### config.mk
export PLATFORM = sky130hd
export DESIGN_NAME = mem_arbiter
export DESIGN_NICKNAME = d
export VERILOG_FILES = /design/src/rtl/mem_arbiter.sv
export SDC_FILE = /design/constraint.sdc
export NUM_CORES = 1
export LEC_CHECK = 0
export CAP_MARGIN = 20
export CORE_ASPECT_RATIO = 0.5
export CORE_MARGIN = 4
export CORE_UTILIZATION = 36
export DETAILED_ROUTE_END_ITERATION = 12
export PLACE_DENSITY = 0.95
export SLEW_MARGIN = 20
export SYNTH_ARGS = -nofsm -noshare
export SYNTH_HDL_FRONTEND = slang
export SYNTH_SLANG_ARGS = --single-unit
### constraint.sdc
create_clock -name clock -period 3 [get_ports clock]
set_clock_uncertainty 0.2 [all_clocks]
set_input_delay 0.6 -clock clock [delete_from_list [all_inputs] [get_ports clock]]
set_output_delay 0.6 -clock clock [all_outputs]
set_load 0.01 [all_outputs]
### src/rtl/mem_arbiter.sv
// Two-port round-robin arbiter sharing one core-to-memory bus.
// Port 0 is instruction fetch and port 1 is load/store; one transaction is outstanding at a time.
module mem_arbiter #(
    parameter int CMD_W  = 4,
    parameter int ADDR_W = 32,
    parameter int DATA_W = 32
) (
    input  logic              clock,
    input  logic              reset,
    input  logic [CMD_W-1:0]  p0cCommand,
    input  logic [ADDR_W-1:0] p0cAddress,
    input  logic [DATA_W-1:0] p0cData,
    input  logic [CMD_W-1:0]  p1cCommand,
    input  logic [ADDR_W-1:0] p1cAddress,
    input  logic [DATA_W-1:0] p1cData,
    output logic              p0hReady,
    output logic              p0hSignal,
    output logic [DATA_W-1:0] p0hData,
    output logic              p1hReady,
    output logic              p1hSignal,
    output logic [DATA_W-1:0] p1hData,
    output logic [CMD_W-1:0]  cCommand,
    output logic [ADDR_W-1:0] cAddress,
    output logic [DATA_W-1:0] cData,
    input  logic              hReady,
    input  logic              hSignal,
    input  logic [DATA_W-1:0] hData,
    output logic [1:0]        grant,
    output logic              busy,
    output logic              protocolError
);
    localparam logic [1:0] S_IDLE  = 2'd0;
    localparam logic [1:0] S_ISSUE = 2'd1;
    localparam logic [1:0] S_WAIT  = 2'd2;

    logic [1:0]        state_q, state_d;
    logic              owner_q, owner_d;
    logic              last_q, last_d;
    logic [CMD_W-1:0]  cmd_q, cmd_d;
    logic [ADDR_W-1:0] addr_q, addr_d;
    logic [DATA_W-1:0] data_q, data_d;
    logic [1:0]        grant_q, grant_d;
    logic              perr_q, perr_d;
    logic              req0, req1, win;

    assign req0 = (p0cCommand != '0);
    assign req1 = (p1cCommand != '0);
    // On a tie the port that did not own the previous transaction wins.
    assign win  = (req0 && req1) ? ~last_q : req1;

    always_comb begin
        state_d = state_q;
        owner_d = owner_q;
        last_d  = last_q;
        cmd_d   = cmd_q;
        addr_d  = addr_q;
        data_d  = data_q;
        grant_d = grant_q;
        perr_d  = perr_q | (hSignal && (state_q != S_WAIT));
        case (state_q)
            S_IDLE: begin
                if (req0 || req1) begin
                    owner_d = win;
                    grant_d = win ? 2'b10 : 2'b01;
                    cmd_d   = win ? p1cCommand : p0cCommand;
                    addr_d  = win ? p1cAddress : p0cAddress;
                    data_d  = win ? p1cData    : p0cData;
                    state_d = S_ISSUE;
                end
            end
            S_ISSUE: begin
                if (hReady) begin
                    cmd_d   = '0;
                    state_d = S_WAIT;
                end
            end
            S_WAIT: begin
                if (hSignal) begin
                    last_d  = owner_q;
                    grant_d = 2'b00;
                    state_d = S_IDLE;
                end
            end
            default: begin
                cmd_d   = '0;
                grant_d = 2'b00;
                state_d = S_IDLE;
            end
        endcase
    end

    always_ff @(posedge clock or negedge reset) begin
        if (!reset) begin
            state_q <= S_IDLE;
            owner_q <= 1'b0;
            last_q  <= 1'b1;
            cmd_q   <= '0;
            addr_q  <= '0;
            data_q  <= '0;
            grant_q <= 2'b00;
            perr_q  <= 1'b0;
        end else begin
            state_q <= state_d;
            owner_q <= owner_d;
            last_q  <= last_d;
            cmd_q   <= cmd_d;
            addr_q  <= addr_d;
            data_q  <= data_d;
            grant_q <= grant_d;
            perr_q  <= perr_d;
        end
    end

    assign cCommand      = cmd_q;
    assign cAddress      = addr_q;
    assign cData         = data_q;
    assign grant         = grant_q;
    assign busy          = (state_q != S_IDLE);
    assign protocolError = perr_q;

    // Responses are combinational so the owner sees acceptance/completion in the memory's cycle.
    assign p0hReady  = (state_q == S_ISSUE) && !owner_q && hReady;
    assign p1hReady  = (state_q == S_ISSUE) &&  owner_q && hReady;
    assign p0hSignal = (state_q == S_WAIT)  && !owner_q && hSignal;
    assign p1hSignal = (state_q == S_WAIT)  &&  owner_q && hSignal;
    assign p0hData   = hData;
    assign p1hData   = hData;
endmodule

* Word level (Yosys, flattened, before mapping) *
Cells that the tools add are included.
W data, S select, Z words.

operators by class
  bitwise gates (word level) = 4
  equality and inequality tests = 6
  reductions and logical operators = 21
  multiplexer cells = 14

operators by type and width
  kind                  count
  $mux W32              2
  $mux W4               3
  $pmux W2 S3           2
  $pmux W4 S3           1
  $logic_and A1 B1 Y1   10
  $mux W2               5
  $reduce_and A3 Y1     3
  $ne A2 B2 Y1 const B  4
  $reduce_bool A4 Y1    2
  $reduce_and A2 Y1     2
  $not A1 Y1            3
  $eq A2 B1 Y1 const B  1
  $eq A2 B2 Y1 const B  1
  $logic_not A2 Y1      1
  $reduce_bool A2 Y1    1
  $logic_not A1 Y1      1
  $logic_or A1 B1 Y1    1
  $mux W1               1
  $or A1 B1 Y1          1

storage, ports and cells
  logic and storage cells = 53
  register bits after elaboration = 75
  bits of input ports = 172
  output and inout bits = 140

* Longest topological paths before layout *
Gate-level depths: netlist of the first run.

  depth after elaboration = 6
  depth in mapped cells = 7
  gate-level depth less buffers = 4

* Worst setup path after synthesis of the first run *
No wires, ideal clock.

  path kind = input -> register
  from = input p1cCommand[0]
  to = register addr_q[10] (netlist: cAddress[10])
  data arrival time = 1.925 ns
  stages = 7
  path slack = 0.753 ns
  library setup time = 0.122 ns
  data required time = 2.678 ns
  buffers on the path = 3
  cells stage by stage = or4_1 buf_2 o21a_1 buf_2 clkbuf_1 nor2_1 a21oi_1

between the ends
  word-level cells in the longest chain between the ends = 4

ends and longest elaborated chain
  what                  line  RTL
  start, declared       13    input logic [CMD_W-1:0] p1cCommand,
  $reduce_bool A4 Y1 *  47    assign req1 = (p1cCommand != '0);
  $logic_and A1 B1 Y1   49    assign win = (req0 && req1) ? ~last_q : req1;
  $mux W1               49
  $mux W32              66    addr_d = win ? p1cAddress : p0cAddress;
  end signal, assigned  107   addr_q <= addr_d;
  end, declared         40    logic [ADDR_W-1:0] addr_q, addr_d;

Mark *: on every way between the ends. The rest lies on a longest branch, timed or not.
A chain may end at the register's enable or synchronous reset.

* Worst setup path in the final report of the first run *
  from = input hSignal
  to = output p1hSignal

between the ends
  word-level cells in the longest chain between the ends = 1

ends and longest elaborated chain
  what                 line  RTL
  start, declared      26    input logic hSignal,
  $logic_and A1 B1 Y1  125   assign p1hSignal = (state_q == S_WAIT) && owner_q && hSignal;
  end, declared        20    output logic p1hSignal,

Every way passes these cells.

==> summary.md, run 1 <==
| Metric | Value |
|---|---|
| Insertion delay to the later sink of the worst-skew pair | `0.32 ns` |
| CP required | `2.20 ns` |
| Pre-CTS WS | `0.187 ns` |
| Initial antenna violation count | `0` |
| CTS resizes | `0` |
| Chip height | `82.1 um` |
| Most common cell after layout, fill and taps aside | `clkdlybuf4s50_1` |
| Gr usage total | `between 20% and 30%` |
| Synth async-reset ratio | `100%` |
| Critical path launch point type | `primary input` |
| Postcts setup bufs | `0` |
| Post-synth EDFFs | `0` |
| Multiplexer share of the synthesized area | `0%` |
| Vias | `3,793` |
| Area grow syn2layout | `52.6%` |
| Synth Instances | `473` |
| PD cells | `1030 nW/um^2` |
| Type of the worst setup path | `in2out` |
| Drt first pass iters | `6` |
| Clock transition at the registers of the reported paths | `0.05 ns` |
| Max Cap Violations | `0` |
| Final core occ | `57.6%` |
| Number of synthesized register bits | `75` |
| Post-Syn Area per Cell | `8.37 um^2` |
| Synth Area in XOR/XNOR | `0%` |
| First-pass GRT wire length | `20,700 um` |
| DRT iter0 DRCs | `192` |
| Die Wd | `between 150 and 200 um` |
| Gpl congestion | `0.885` |
| Final global-route overflow total | `0` |
| Final worst slack | `0.308 ns` |
| Via/cell ratio | `a little under 5` |
| WL/cell | `17.7 um` |
| Boundary Pins | `312` |
| Max-slew violations | `0` |
| Status | `complete, no violations` |
| Max clock buf depth | `2` |
| Ys flop type | `dfrtp_1` |
| Final hold vios | `0` |
| Adder-cell share of the synthesized area | `0%` |
| DRT antenna net count | `0` |
| Minimum clock period | `2.69 ns` |
| Crit-path max FO | `5` |
| Core Box Area | `10,500 um^2` |
| Worst path arrival time | `1.89 ns` |
| Unique cell type count in the Yosys netlist | `24` |
| Register area share after synthesis | `between 40% and 50%` |
| Largest area contributor in the netlist | `dfrtp_1` |
| Simple-gate share of the synthesized area | `15.0%` |
| CTS tree | `yes` |
| Layout cells sized above 1 | `~5.3%` |
| Most frequent cells in the layout | `clkdlybuf4s50_1, a21oi_1, dfrtp_1` |
| Number of global-route vias before repair | `3,958` |
| Synth top area share | `46.8%` |
| DRC viols | `0` |
| Mapped Area | `3960 um^2` |
| Die area | `12,800 um^2` |
| # H-tree levels | `3` |
| Compound-Gate Fraction of Synth Area | `around a fifth` |
| Top cells by area, synth | `dfrtp_1, a21oi_1, buf_4` |
| HP Class | `in2async` |
| Period utilization | `89.7%` |
| Setup violators final | `0` |
| Hold Buf Count CTS | `0` |
| # nets final | `791` |
| Setup tns final | `0 ns` |
| Fillers | `902` |
| Register-to-Register Path Depth | `6` |
| RSZ-0062 raised after global routing | `false` |
| Largest family of logic cells by synthesized area | `compound AO/OA/AOI/OAI gates` |
| # rows | `26` |
| Clock root buffer | `clkbuf_16` |
| IO buf count | `roughly 220` |
| CTS sink count | `75` |
| Crit end category | `output port` |
| Leakage | `roughly 2.4 nW` |
| Maximum vdd drop | `0.429 mV` |
| Largest net degree at the start of global routing | `76` |
| Actual slew at the worst max-slew pin | `0.964 ns` |
| FMAX | `0.372 GHz` |
| Initial core utilization | `37.8%` |
| YS warnings | `0` |
| Rel. slew slack | `35.7%` |
| TritonCTS Buffers | `9` |
| Syn Nets | `645` |
| Detail Placement HPWL | `10,300 um` |
| N_diodes | `0` |
| Non-Filler Instances | `764` |
| Routed WL | `13,500 um` |
| DP Cell Count | `around 750` |
flip-flops by register name (all words and copies together), names as in the netlist:
register       cells
cCommand           4
last_q             1
owner_q            1
cAddress          32
state_q            2
cData             32
grant              2
protocolError      1
final timing paths:
| path | from | to | slack (ns) |
|---|---|---|---|
| max in group asynchronous | reset | cData[12]$_DFFE_PN0P_ | 1.75 |
| hold / removal | reset | protocolError$_DFF_PN0_ | 0.24 |
| min in group clock | protocolError$_DFF_PN0_ | protocolError$_DFF_PN0_ | 0.25 |
| setup / recovery | hSignal | p1hSignal | 0.31 |
| hold reg to reg | protocolError$_DFF_PN0_ | protocolError$_DFF_PN0_ | 0.25 |
| setup reg to reg | last_q$_DFFE_PN1P_ | cData[10]$_DFFE_PN0P_ | 1.23 |
per-layer routing:
metal  routed length (um)  up-vias  GRT usage (%)
li1                     -     1797              -
met1                 4910     1811           22.9
met2                 7420      139           37.9
met3                  663       46           5.00
met4                  524        0           9.70
met5                    0        -              0
final cells by class:
class | instances | area [um^2] | share of cell area [%]
clock inverter | 2 | 10.0 | 0.166
inverter | 3 | 11.3 | 0.186
clock buffer | 14 | 264 | 4.37
tap | 140 | 175 | 2.90
timing repair buffer | 228 | 2300 | 38.0
sequential | 75 | 1880 | 31.1
multi-input combinational | 302 | 1400 | 23.2
worst max-delay path: stages:
cell	delay, ns
clkdlybuf4s50_1	0.54
and3_1	0.20
clkdlybuf4s50_1	0.56
cells in the mapped netlist, types with 2 or more instances:
cell,number
a21o_1,2
a21oi_1,133
and3_1,2
buf_2,11
buf_4,68
buf_6,7
clkbuf_1,7
dfrtp_1,74
inv_1,3
nand2_1,68
nand2b_1,2
nand3_1,4
nor2_1,69
nor2b_1,2
o21ai_0,10
o31ai_1,2
or4_1,2
logic make-up after synthesis:
group / Yosys count
buffers and inverters: 96
flip-flops: 75
AO/OA/AOI/OAI: 152
AND/OR/NAND/NOR: 150
power by group:
part	switching, W	total (W)	internal (W)
Sequential	0.000299	0.00184	0.00154
Clock	0.000387	0.000990	0.000603
Combinational	0.00173	0.00340	0.00167
metrics by stage:
| stage | hold WS, ns | cell area (um^2) | total power (W) |
|---|---|---|---|
| after floorplan | 0.104 | 3960 | 0.00365 |
| after global routing | 0.291 | 6040 | 0.00670 |
| after detailed placement | 0.244 | 5760 | 0.00526 |
| final | 0.239 | 6040 | 0.00623 |
| after global placement | 0.239 | 5760 | 0.00512 |
| after CTS | 0.257 | 6040 | 0.00630 |
(Power assumes the default switching activity.)
==> run 2: changes to the inputs <==
--- a/config.mk
+++ b/config.mk
@@ -11,6 +11,7 @@
 export CORE_UTILIZATION = 36
 export DETAILED_ROUTE_END_ITERATION = 12
 export PLACE_DENSITY = 0.95
+export SETUP_SLACK_MARGIN = 0.1
 export SLEW_MARGIN = 20
 export SYNTH_ARGS = -nofsm -noshare
 export SYNTH_HDL_FRONTEND = slang
==> results of run 2 <==
Final layout, timing and power as in run 1 (identical DEF).
==> run 3: changes to the inputs <==
--- a/config.mk
+++ b/config.mk
@@ -5,10 +5,10 @@
 export SDC_FILE = /design/constraint.sdc
 export NUM_CORES = 1
 export LEC_CHECK = 0
-export CAP_MARGIN = 20
 export CORE_ASPECT_RATIO = 0.5
 export CORE_MARGIN = 4
 export CORE_UTILIZATION = 36
+export CTS_CLUSTER_DIAMETER = 200
 export DETAILED_ROUTE_END_ITERATION = 12
 export PLACE_DENSITY = 0.95
 export SETUP_SLACK_MARGIN = 0.1
==> results of run 3 <==
Final layout, timing and power as in run 1 (identical DEF).
